### config.mk
export PLATFORM = sky130hd
export DESIGN_NAME = hazard_unit
export DESIGN_NICKNAME = d
export VERILOG_FILES = /design/src/rtl/hazard_unit_pkg.sv /design/src/rtl/hazard_unit_sat_counter.sv /design/src/rtl/hazard_unit.sv
export SDC_FILE = /design/constraint.sdc
export NUM_CORES = 1
export LEC_CHECK = 0
export BUFFER_PORTS_ARGS = -buffer_cell sky130_fd_sc_hd__buf_4
export CAP_MARGIN = 20
export CORE_ASPECT_RATIO = 1.2
export CORE_UTILIZATION = 50
export CTS_CLUSTER_DIAMETER = 200
export DETAILED_ROUTE_END_ITERATION = 10
export HOLD_SLACK_MARGIN = 0.06
export PLACE_DENSITY_LB_ADDON = 0.25
export SLEW_MARGIN = 40
export SYNTH_ARGS = -nofsm -noshare
export SYNTH_HDL_FRONTEND = slang
export SYNTH_SLANG_ARGS = --single-unit
### constraint.sdc
create_clock -name clk -period 2.3 [get_ports clk]
set_input_delay 0.23 -clock clk [delete_from_list [all_inputs] [get_ports clk]]
set_output_delay 0.23 -clock clk [all_outputs]
set_load 0.005 [all_outputs]
### src/rtl/hazard_unit_pkg.sv
`default_nettype none
// ============================================================================
// Module      : hazard_unit_pkg
// Description : Shared types and defaults for the pipeline hazard unit:
//               forwarding select encoding, debug halt states, and the
//               default drain length.
// Revision    : 1.0 - initial release
// ============================================================================
package hazard_unit_pkg;

  // EX-stage operand source select
  typedef enum logic [1:0] {
    FWD_NONE = 2'b00,
    FWD_WB   = 2'b01,
    FWD_MEM  = 2'b10
  } fwd_e;

  // Debug halt state machine
  typedef enum logic [1:0] {
    RUN    = 2'b00,
    DRAIN  = 2'b01,
    HALTED = 2'b10
  } halt_state_e;

  // Bubble cycles needed to empty D/E/M/W
  localparam int c_drain_cycles = 4;

  // Operand select for one EX source register; MEM result is younger, so it wins
  function automatic fwd_e fwd_select(
    input logic [4:0] src,
    input logic       regwrite_m,
    input logic [4:0] writereg_m,
    input logic       regwrite_w,
    input logic [4:0] writereg_w
  );
    fwd_e sel;
    sel = FWD_NONE;
    if (regwrite_m && (writereg_m != 5'd0) && (writereg_m == src)) begin
      sel = FWD_MEM;
    end else if (regwrite_w && (writereg_w != 5'd0) && (writereg_w == src)) begin
      sel = FWD_WB;
    end
    return sel;
  endfunction

endpackage
`default_nettype wire

### src/rtl/hazard_unit_sat_counter.sv
`default_nettype none
// ============================================================================
// Module      : sat_counter
// Description : Up-counter with increment enable that sticks at all-ones.
// Revision    : 1.0 - initial release
// ============================================================================
module sat_counter
  import hazard_unit_pkg::*;
#(
  parameter int WIDTH = 32
) (
  input  logic             clk,
  input  logic             rst_n,
  input  logic             en,
  output logic [WIDTH-1:0] count
);

  localparam logic [WIDTH-1:0] c_one = WIDTH'(1);
  localparam logic [WIDTH-1:0] c_max = {WIDTH{1'b1}};

  // Count enabled cycles, holding once the maximum is reached
  always_ff @(posedge clk or negedge rst_n) begin
    if (!rst_n) begin
      count <= '0;
    end else if (en && (count != c_max)) begin
      count <= count + c_one;
    end
  end

endmodule
`default_nettype wire

### src/rtl/hazard_unit.sv
`default_nettype none
// ============================================================================
// Module      : hazard_unit
// Description : Pipeline stall/flush/forward control for the 5-stage core,
//               with data-memory wait watchdog, debug halt/drain sequencing
//               and saturating stall/flush performance counters.
// Revision    : 1.0 - initial release
// ============================================================================
module hazard_unit
  import hazard_unit_pkg::*;
#(
  parameter int MEM_TIMEOUT  = 255,
  parameter int DRAIN_CYCLES = c_drain_cycles
) (
  input  logic        clk,
  input  logic        rst_n,
  input  logic [4:0]  rsD,
  input  logic [4:0]  rtD,
  input  logic [4:0]  rsE,
  input  logic [4:0]  rtE,
  input  logic [4:0]  writeregE,
  input  logic [4:0]  writeregM,
  input  logic [4:0]  writeregW,
  input  logic        regwriteE,
  input  logic        regwriteM,
  input  logic        regwriteW,
  input  logic        memtoregE,
  input  logic        mem_accessM,
  input  logic        dmem_ready,
  input  logic        branch_takenE,
  input  logic        halt_req,
  output logic        dmem_valid,
  output logic        stallF,
  output logic        stallD,
  output logic        stallE,
  output logic        stallM,
  output logic        stallW,
  output logic        flushD,
  output logic        flushE,
  output logic        flushM,
  output logic        flushW,
  output logic [1:0]  forwardAE,
  output logic [1:0]  forwardBE,
  output logic        halted,
  output logic        mem_err,
  output logic [31:0] stall_cnt,
  output logic [31:0] flush_cnt
);

  localparam int WAIT_W  = $clog2(MEM_TIMEOUT + 1);
  localparam int DRAIN_W = (DRAIN_CYCLES > 1) ? $clog2(DRAIN_CYCLES) : 1;

  localparam logic [WAIT_W-1:0]  c_wait_max   = WAIT_W'(MEM_TIMEOUT);
  localparam logic [WAIT_W-1:0]  c_wait_one   = WAIT_W'(1);
  localparam logic [DRAIN_W-1:0] c_drain_last = DRAIN_W'(DRAIN_CYCLES - 1);
  localparam logic [DRAIN_W-1:0] c_drain_one  = DRAIN_W'(1);

  halt_state_e        r_state;
  halt_state_e        w_state_next;
  logic [DRAIN_W-1:0] r_drain_cnt;
  logic [DRAIN_W-1:0] w_drain_next;
  logic [WAIT_W-1:0]  r_wait_cnt;
  logic [WAIT_W-1:0]  w_wait_next;
  logic               r_mem_err;

  logic w_memstall;
  logic w_lwstall;
  logic w_halting;
  logic w_stall_inc;
  logic w_flush_inc;

  // ---------------------------------------------------------------------------
  // Hazard terms
  // ---------------------------------------------------------------------------
  assign w_memstall = mem_accessM && !dmem_ready;
  assign w_lwstall  = memtoregE && regwriteE && (writeregE != 5'd0) &&
                      ((writeregE == rsD) || (writeregE == rtD));
  assign w_halting  = (r_state == DRAIN) || (r_state == HALTED);

  assign dmem_valid = mem_accessM;
  assign forwardAE  = fwd_select(rsE, regwriteM, writeregM, regwriteW, writeregW);
  assign forwardBE  = fwd_select(rtE, regwriteM, writeregM, regwriteW, writeregW);

  // Prioritised stage hold/clear; a memory wait freezes everything up to M,
  // so a taken branch sitting in EX simply waits its turn.
  always_comb begin
    stallF = 1'b0;
    stallD = 1'b0;
    stallE = 1'b0;
    stallM = 1'b0;
    stallW = 1'b0;
    flushD = 1'b0;
    flushE = 1'b0;
    flushM = 1'b0;
    flushW = 1'b0;
    if (w_memstall) begin
      stallF = 1'b1;
      stallD = 1'b1;
      stallE = 1'b1;
      stallM = 1'b1;
      flushW = 1'b1;
    end else if (w_lwstall) begin
      stallF = 1'b1;
      stallD = 1'b1;
      flushE = 1'b1;
    end else if (branch_takenE) begin
      flushD = 1'b1;
      flushE = 1'b1;
    end else if (w_halting) begin
      stallF = 1'b1;
      flushD = 1'b1;
    end
  end

  // ---------------------------------------------------------------------------
  // Debug halt / drain sequencing
  // ---------------------------------------------------------------------------

  // Halt state register and drain progress counter
  always_ff @(posedge clk or negedge rst_n) begin
    if (!rst_n) begin
      r_state     <= RUN;
      r_drain_cnt <= '0;
    end else begin
      r_state     <= w_state_next;
      r_drain_cnt <= w_drain_next;
    end
  end

  // Next halt state: only bubble cycles that actually advance the pipe count
  // toward an empty pipeline; a new hazard restarts the drain.
  always_comb begin
    w_state_next = r_state;
    w_drain_next = r_drain_cnt;
    case (r_state)
      RUN: begin
        if (halt_req) begin
          w_state_next = DRAIN;
          w_drain_next = '0;
        end
      end
      DRAIN: begin
        if (!halt_req) begin
          w_state_next = RUN;
        end else if (w_lwstall || branch_takenE) begin
          w_drain_next = '0;
        end else if (!w_memstall) begin
          if (r_drain_cnt == c_drain_last) begin
            w_state_next = HALTED;
          end else begin
            w_drain_next = r_drain_cnt + c_drain_one;
          end
        end
      end
      HALTED: begin
        if (!halt_req) begin
          w_state_next = RUN;
        end
      end
      default: begin
        w_state_next = RUN;
        w_drain_next = '0;
      end
    endcase
  end

  assign halted = (r_state == HALTED);

  // ---------------------------------------------------------------------------
  // Memory wait watchdog
  // ---------------------------------------------------------------------------

  // Consecutive-wait length, held at the timeout value once reached
  always_comb begin
    w_wait_next = '0;
    if (w_memstall) begin
      w_wait_next = (r_wait_cnt == c_wait_max) ? r_wait_cnt : (r_wait_cnt + c_wait_one);
    end
  end

  // Wait counter and sticky timeout flag; the flag sets on the edge that
  // closes the MEM_TIMEOUT-th consecutive wait cycle
  always_ff @(posedge clk or negedge rst_n) begin
    if (!rst_n) begin
      r_wait_cnt <= '0;
      r_mem_err  <= 1'b0;
    end else begin
      r_wait_cnt <= w_wait_next;
      if (w_wait_next == c_wait_max) begin
        r_mem_err <= 1'b1;
      end
    end
  end

  assign mem_err = r_mem_err;

  // ---------------------------------------------------------------------------
  // Performance counters
  // ---------------------------------------------------------------------------
  assign w_stall_inc = (r_state == RUN) && stallF;
  assign w_flush_inc = branch_takenE && !w_memstall;

  sat_counter #(
    .WIDTH (32)
  ) u_stall_cnt (
    .clk   (clk),
    .rst_n (rst_n),
    .en    (w_stall_inc),
    .count (stall_cnt)
  );

  sat_counter #(
    .WIDTH (32)
  ) u_flush_cnt (
    .clk   (clk),
    .rst_n (rst_n),
    .en    (w_flush_inc),
    .count (flush_cnt)
  );

endmodule
`default_nettype wire

After elaboration in Yosys (flattened, before gate mapping)
Cells that the tools add are included.
{"block": "word_totals", "inputBits": 45, "memories": 0, "latch_bits": 0, "register_bits": 77, "ram_bits": 0, "out_inout_bits": 80, "elab_cells": 89, "rom_bits": 0}
{"block": "classes", "eq_ne": 21, "shifts": 0, "bitwise": 1, "n_mul": 0, "n_mux": 32, "addsub": 4, "n_reduce_logical": 25, "div": 0, "n_lt_le_gt_ge": 0}
{"op": "adder 32 x 1 -> 32 bit (second input constant)", "n": 2}
{"op": "inequality test 32 bit (second input constant)", "n": 2}
{"op": "equality test 5 bit", "n": 6}
{"op": "2-to-1 mux 2 bit", "n": 13}
{"op": "equality test 8 bit (second input constant)", "n": 2}
{"op": "2-to-1 mux 8 bit", "n": 2}
{"op": "2-to-1 mux 1 bit", "n": 15}
{"op": "nonzero test 5 bit", "n": 3}
{"op": "logical AND 1 bit", "n": 14}
{"op": "one-hot mux 2 bit (3 select lines)", "n": 2}
{"op": "AND reduction 5 bit", "n": 2}
{"op": "inequality test 3 bit (second input constant)", "n": 3}
{"op": "adder 8 x 1 -> 8 bit (second input constant)", "n": 1}
{"op": "inequality test 2 bit (second input constant)", "n": 3}
{"op": "inequality test 3 x 2 -> 1 bit (second input constant)", "n": 2}
{"op": "equality test 2 bit (second input constant)", "n": 2}
{"op": "logical OR 1 bit", "n": 3}
{"op": "adder 2 x 1 -> 2 bit (second input constant)", "n": 1}
{"op": "equality test 2 x 1 -> 1 bit (second input constant)", "n": 1}
{"op": "zero test 1 bit", "n": 2}
{"op": "zero test 2 bit", "n": 1}
{"op": "inverter 1 bit", "n": 1}

Logic depth before layout (Yosys ltp)
Gate-level depths: netlist (run 1).
{"block": "depth", "word_depth": 8, "depth_mapped": 8, "ltp_nobuf": 7}

Cells and area by module
A second synthesis (run 1) with hierarchy kept.
{"block": "hier_totals", "hier_cells": 449, "hier_area_um2": 4483.0}
{"module": "sat_counter", "area_per_inst_um2": 1624.1, "seq_area_each_um2": 800.8, "instances": 2, "cells_each": 151}
{"module": "hazard_unit", "area_per_inst_um2": 1234.9, "seq_area_each_um2": 325.3, "instances": 1, "cells_each": 147}

Worst setup path before layout (run 1)
Ideal clock, no wire load.
{"block": "synth_path", "kind": "register to register", "from": "reg u_stall_cnt.count[12]", "to": "reg u_stall_cnt.count[31]", "arrival_time_ps": 1910, "required_ps": 2221, "setup_ps": 79, "setup_slack_ps": 311, "path_stages_with_launch": 8, "period_less_slack_ps": 1989, "path_buffers": 1, "cell_sequence": "dfrtp_1 > and4_4 > nand4_4 > or3_1 > buf_2 > or3_1 > nor3_2 > xor2_1"}
{"block": "synth_between", "elab_chain_cells": 2, "word_cells_on_any_way": 3, "cone_classes": "add/sub (1); eq/ne (1); reduce/logical (1)"}
{"item": "from (decl)", "line_no": "hazard_unit_sat_counter.sv:15", "source": "output logic [WIDTH-1:0] count"}
{"item": "from (signal assigned)", "line_no": "hazard_unit_sat_counter.sv:26", "source": "count <= count + c_one;"}
{"item": "branches (longest 2 deep; another with adder 32 x 1 -> 32 bit)"}
Parallel ways; which one is timed is not known.
A chain may end at the register's enable or synchronous reset.

Worst setup path in the final report (run 1)
{"block": "layout_path", "from": "reg u_stall_cnt.count[28]", "to": "reg u_stall_cnt.count[1]"}
{"block": "layout_between", "elab_chain_cells": 2}
{"item": "inequality test 32 bit", "line_no": "hazard_unit_sat_counter.sv:25", "source": "end else if (en && (count != c_max)) begin"}
{"item": "logical AND 1 bit", "line_no": "hazard_unit_sat_counter.sv:25"}
Every way passes these cells.

==> results of run 1 <==
[placed cells by master, fill, tap and decap left out, types with 3 or more instances in the layout]
cell      count
xor2_1       48
nand3_1      25
a31oi_1       3
and4b_1       4
nand2_1      28
dfrtp_1      77
or3_1         5
or4_1         7
clkinv_4      3
ha_1          7
a21oi_1       9
nor2_1       28
nand4_1      27
inv_1        15
o21ai_0       7
and3_1       15
xnor2_1      46
nand2b_1      4
clkbuf_8     10
buf_4       136
nor4_1       16
nor3_1       12
[layer usage]
metal / global-route usage (%) / up-vias / wire (um)
met5: 0 / - / 0
met4: 11.92 / 0 / 206
met1: 27.85 / 1821 / 4278
li1: - / 1799 / -
met2: 42.31 / 95 / 5264
met3: 3.254 / 22 / 421
[sequential cells by signal, summed over array words and instances (netlist names)]
signal and count:
u_flush_cnt.count 32, r_drain_cnt 2, u_stall_cnt.count 32, r_wait_cnt 8
r_state 2, mem_err 1
[repair_timing]
action,4_1_cts,5_1_grt
gates resized for setup,0,3
endpoints found under the setup margin,0,12
endpoints found under the hold margin,77,0
hold buffers,1,0
[power by group through the flow]
| stage | registers, mW | logic, mW | clock network (mW) |
|---|---|---|---|
| 2_1_floorplan | 1.70 | 0.477 | 0 |
| 3_3_place_gp | 1.70 | 0.973 | 0 |
| 3_5_place_dp | 1.71 | 1.01 | 0 |
| 4_1_cts | 1.69 | 1.02 | 1.09 |
| 5_1_grt | 1.72 | 1.12 | 1.13 |
| 6_report | 1.69 | 1.02 | 1.06 |
[worst max-delay path, stage by stage (launching register included)]
cell	delay, ns
dfrtp_1	0.45
nand4_1	0.19
nor4_2	0.39
nor4b_4	0.32
nand2b_1	0.16
nand2b_1	0.17
mux2_1	0.33
[kinds of logic after synthesis]
logic type | count (synthesis) | share of synthesized area (%)
other | 1 | 0.08753
AND/OR/NAND/NOR | 187 | 24.88
XOR/XNOR | 94 | 19.22
adder cells (fa/ha/maj) | 7 | 2.044
flip-flops | 77 | 44.98
multiplexers | 3 | 0.7885
buffers and inverters | 30 | 3.212
AO/OA/AOI/OAI | 32 | 4.790
[final timing paths]
kind,startpoint,end,slack (ns),cells past startpoint
min in group asynchronous,rst_n,u_stall_cnt.count[22]$_DFFE_PN0P_,0.47,2
hold / removal,branch_takenE,r_state[1]$_DFFE_PN0P_,0.25,3
hold reg to reg,u_stall_cnt.count[11]$_DFFE_PN0P_,u_stall_cnt.count[11]$_DFFE_PN0P_,0.50,1
setup reg to reg,u_stall_cnt.count[28]$_DFFE_PN0P_,u_stall_cnt.count[1]$_DFFE_PN0P_,0.18,6
max in group asynchronous,rst_n,u_stall_cnt.count[17]$_DFFE_PN0P_,1.35,2
setup / recovery,u_stall_cnt.count[28]$_DFFE_PN0P_,u_stall_cnt.count[1]$_DFFE_PN0P_,0.18,6
[area by class of cell]
cell class              count  area (um2)  share of cell area, %
clock buffers              10       137.6                  2.445
clock inverters             6       70.07                  1.245
flip-flops and latches     77        1927                  34.23
repair buffers            138        1042                  18.52
multi-input cells         325        2250                  39.96
well taps                 114       142.6                  2.534
inverters                  16       60.06                  1.067
==> results.ini, run 1 <==
[global_routing]
antenna_found_initial = 0
grt_pass1_wl_um = 16580
grt_pass1_vias = 3628
grt_start_max_net_pins = 78
grt_usage_pct = 23.61
grt_overflow = 0

[setup_path]
worst_ep_required_time_ns = 2.54
arrival_ns = 2.36
worst_setup_path_start_kind = flip-flop
path_max_fanout = 6
worstSetupPathType = flip-flop to flip-flop
endpoint_kind = flip-flop

[power_and_ir_drop]
p_leak_nw = 2.618
p_comb_share_pct = 26.9
seqPwrFrac_pct = 44.9
p_total_mw = 3.772
ir_worst_vdd_mv = 0.3295
switching_share_pct = 32.11
power_density_nw_per_um2 = 670.1
power.internal_mw = 2.561
pwr-share-clk_pct = 28.2
switchingPower_mw = 1.211

[status]
status = finished clean

[drt]
viasPerCell = 5.448
via_count = 3737
drc = 0
detail-route-antenna-nets = 0
drtPass1Iterations = 6
wl_um = 10170
post_drt_wl_per_cell_um = 14.83
first_iter_violations = 120

[sta]
post-route-period-util_pct = 92.28
whs_ns = 0.2545
finalSetupTns_ns = 0
hold_viol_final = 0
clock_skew_ns = 0.01133
fmax_ghz = 0.4711
worstMarginPinSlew_ns = 0.6958
layout_setup_ws_ns = 0.1775
drv_slew = 0
setup_viol_count_final = 0
min_period_ns = 2.123
rsz0062_at_grt = false
relSlewSlack_pct = 53.61

[placement]
gp_congestion = 0.8874
placed_cells = 669
pre_cts_ws_ns = 0.09918
portBuffers = 122
hpwl_um = 7580
dpl_cell_area_um2 = 5390

[floorplan]
row_count = 36
pin_count = 125
core-area_um2 = 8198
die_width_um = 86.50
fp.dieH_um = 103.4
die_area_um2 = 8944
initial_core_util_pct = 52.26

[logic_synthesis]
synthesis.area_um2 = 4284
synthFlopType = dfrtp_1
synth.most_common_cell = dfrtp_1
syn-instance-count = 431
synth_common_cells = dfrtp_1, xor2_1, xnor2_1, nand2_1, nor2_1
seq_area_frac_synth_pct = 44.98
synth_edf_count = 0
synth.largest_area_cell = dfrtp_1
ys_ff_latch = 77
synth_top_cells_by_area = dfrtp_1, xor2_1, xnor2_1
postSynthAreaPerCell_um2 = 9.940
synthArstFlopShare_pct = 100.0
yosysUniqueCellTypes = 48
synth_top_area_share_pct = 44.98
ys_warn_count = 0

[final_layout]
n_fill_cell = 694
layoutNonFillerInstCount = 686
nNetsFinal = 619
drive_above_1_share_pct = 29.37
antenna_cells = 0
syn2layout_area_growth_pct = 31.40
fin_util_pct = 68.67
fin_area_um2 = 5629

[clocking]
cts.sinks = 77
cts_made_buffers = 9
clkSlewWorstSetupHoldPaths_ns = 0.08
cts_root_buffer = clkbuf_8
clock_latency_ns = 0.36
htreeDepth = 3
cts_setup_buffers = 0
cts_tree = built
clock_path_buffers = 2

[hold_path]
hp-class = input pin to flip-flop

[job]
cap_violations = 0

(Power assumes the default switching activity.)
==> run 2, diff against run 1 <==
--- a/config.mk
+++ b/config.mk
@@ -13,6 +13,7 @@
 export DETAILED_ROUTE_END_ITERATION = 10
 export HOLD_SLACK_MARGIN = 0.06
 export PLACE_DENSITY_LB_ADDON = 0.25
+export RECOVER_POWER = 25
 export SLEW_MARGIN = 40
 export SYNTH_ARGS = -nofsm -noshare
 export SYNTH_HDL_FRONTEND = slang
==> run 2 against run 1 <==
Net effect: the flow now finishes with violations (max-capacitance violations, max-slew violations); sequential power hardly changed; clock power barely moved; global-route usage unchanged; register-to-register slack about the same; first-iteration DRC count unchanged; count of clock-buffer cells in the layout stayed put; combinational power is essentially flat; fmax about the same; sequential cell count unchanged; critical path depth is the same; clock skew about the same; critical path type unchanged; largest cell class unchanged; largest power group unchanged.
==> results.ini, run 2 (synthesis results as in run 1) <==
[setup_path]
cpPeakStageDelay_ns = 0.45  ; about the same
worst_setup_path_start_kind = flip-flop  ; unchanged
rr_worst_depth = 6  ; unchanged
worstSetupPathType = flip-flop to flip-flop  ; unchanged
worst_ep_required_time_ns = 2.54  ; about the same
cpMaxStageDelayCell = dfrtp_1  ; unchanged
cp_cell_sequence = nand4_1, nor4_2, nor4b_4, nand2b_1, nand2b_1, mux2_1  ; unchanged
path_buf_inv = 0  ; unchanged
cp_top_family = simple AND/OR/NAND/NOR gates  ; unchanged
endpoint_kind = flip-flop  ; unchanged
path_common_cell = nand2b_1  ; unchanged
arrival_ns = 2.36  ; about the same
path_max_fanout = 6  ; unchanged
r2r_slack_ns = 0.18  ; about the same
cp_num_cells = 6  ; unchanged

[global_routing]
grt_pass1_wl_um = 16580  ; unchanged
grt_pass1_vias = 3628  ; unchanged
antenna_found_initial = 0  ; unchanged
grt_overflow = 0  ; unchanged
grt_start_max_net_pins = 78  ; unchanged
grt_usage_pct = 23.61  ; unchanged

[drt]
detail-route-antenna-nets = 0  ; unchanged
via_count = 3736  ; was 3737
wl_um = 10180  ; was 10170 um
viasPerCell = 5.446  ; was 5.448
drtPass1Iterations = 6  ; unchanged
post_drt_wl_per_cell_um = 14.84  ; was 14.83 um
first_iter_violations = 120  ; unchanged
drc = 0  ; unchanged

[clocking]
clock_path_buffers = 2  ; unchanged
cts_root_buffer = clkbuf_8  ; unchanged
htreeDepth = 3  ; unchanged
cts_tree = built  ; unchanged
cts.sinks = 77  ; unchanged
cts_made_buffers = 9  ; unchanged
clock_latency_ns = 0.36  ; about the same
clkSlewWorstSetupHoldPaths_ns = 0.08  ; about the same

[power_and_ir_drop]
p_total_mw = 3.771  ; was 3.772 mW
ir_worst_vdd_mv = 0.3294  ; was 0.3295 mV
p_leak_nw = 2.616  ; was 2.618 nW
power_density_nw_per_um2 = 670.6  ; was 670.1 nW/um2

[sta]
whs_ns = 0.2543  ; was 0.2545 ns
setup_viol_count_final = 0  ; unchanged
clock_skew_ns = 0.01133  ; about the same
layout_setup_ws_ns = 0.1780  ; was 0.1775 ns
drv_slew = 78  ; was 0
worstMarginPinSlew_ns = 1.688  ; was 0.6958 ns
relSlewSlack_pct = -12.55  ; was 53.61%
post-route-period-util_pct = 92.26  ; was 92.28%
rsz0062_at_grt = false  ; unchanged
hold_viol_final = 0  ; unchanged
finalSetupTns_ns = 0  ; unchanged
fmax_ghz = 0.4712  ; was 0.4711 GHz
min_period_ns = 2.122  ; was 2.123 ns

[final_layout]
syn2layout_area_growth_pct = 31.25  ; was 31.40%
drive_above_1_share_pct = 29.37  ; unchanged
reg.largest.list = u_flush_cnt.count (32), u_stall_cnt.count (32), r_wait_cnt (8)  ; unchanged
n_fill_cell = 696  ; was 694
fin_util_pct = 68.59  ; was 68.67%
nNetsFinal = 619  ; unchanged
antenna_cells = 0  ; unchanged
final_cell_mix = buf_4, dfrtp_1, xor2_1  ; unchanged
final_common_cell = buf_4  ; unchanged

[job]
cap_violations = 1  ; was 0

[floorplan]
pin_count = 125  ; unchanged
die_width_um = 86.50  ; unchanged
die_area_um2 = 8944  ; unchanged
core-area_um2 = 8198  ; unchanged
row_count = 36  ; unchanged
fp.dieH_um = 103.4  ; unchanged
initial_core_util_pct = 52.26  ; unchanged

[placement]
pre_cts_ws_ns = 0.09918  ; unchanged
hpwl_um = 7580  ; unchanged
portBuffers = 122  ; unchanged
gp_congestion = 0.8874  ; unchanged

[status]
status = complete, but fails checks  ; was finished clean
failed_checks = max-capacitance violations, max-slew violations

[hold_path]
hp-class = input pin to flip-flop  ; unchanged
holdPathStages = 3  ; unchanged

run 2: changes by cell type in the layout (fill, tap and decap cells not counted), sizes merged:
cell	previous run	this run
buf	137	136
clkbuf	10	11
run 2: cell type report:
class / instances / area, um2 / area share, %
clock buffer: 10 / 137.6 / 2.448
timing repair buffer: 138 / 1036 / 18.42
clock inverter: 6 / 70.07 / 1.246
inverter: 16 / 60.06 / 1.068
tap: 114 / 142.6 / 2.537
multi-input combinational: 325 / 2250 / 40.01
sequential: 77 / 1927 / 34.27
run 2: worst register-to-register path, delay by kind of cell (launching register included):
kind,cells,cell delay (ns)
mux,1,0.33
simple gates,5,1.23
flops,1,0.45
run 2: timing repair:
item                       4_1_cts  5_1_grt
gates resized for setup          0        3
hold buffers                     1        0
hold endpoints to repair        77        0
buffers inserted                 0        0
setup endpoints to repair        0       12
run 2: path summary, 6_finish.rpt:
check                                                  start                                 to
setup / recovery           u_stall_cnt.count[28]$_DFFE_PN0P_   u_stall_cnt.count[1]$_DFFE_PN0P_
hold / removal                                 branch_takenE             r_state[1]$_DFFE_PN0P_
setup reg to reg           u_stall_cnt.count[28]$_DFFE_PN0P_   u_stall_cnt.count[1]$_DFFE_PN0P_
hold reg to reg            u_stall_cnt.count[11]$_DFFE_PN0P_  u_stall_cnt.count[11]$_DFFE_PN0P_
max in group asynchronous                              rst_n  u_stall_cnt.count[17]$_DFFE_PN0P_
min in group asynchronous                              rst_n  u_stall_cnt.count[22]$_DFFE_PN0P_
run 2: where the power goes:
part           internal, mW  switching (mW)
clock network         0.538           0.524
logic                 0.521           0.494
registers              1.50           0.194
total                  2.56            1.21
run 2: per-layer routing:
| metal | global-route usage (%) | share of wire, % | wire, um | vias to the layer above |
|---|---|---|---|---|
| li1 | - | - | - | 1797 |
| met1 | 27.85 | 42 | 4269 | 1822 |
| met2 | 42.31 | 52 | 5275 | 95 |
| met3 | 3.254 | 4.2 | 428 | 22 |
| met4 | 11.92 | 2.0 | 206 | 0 |
| met5 | 0 | 0 | 0 | - |
run 2: per-stage QoR:
stage / std cells / instance area, um2
after floorplan: 432 / 4288
after global placement: 669 / 5381
after global routing: 686 / 5623
after CTS: 686 / 5608
after detailed placement: 669 / 5390
final: 686 / 5623
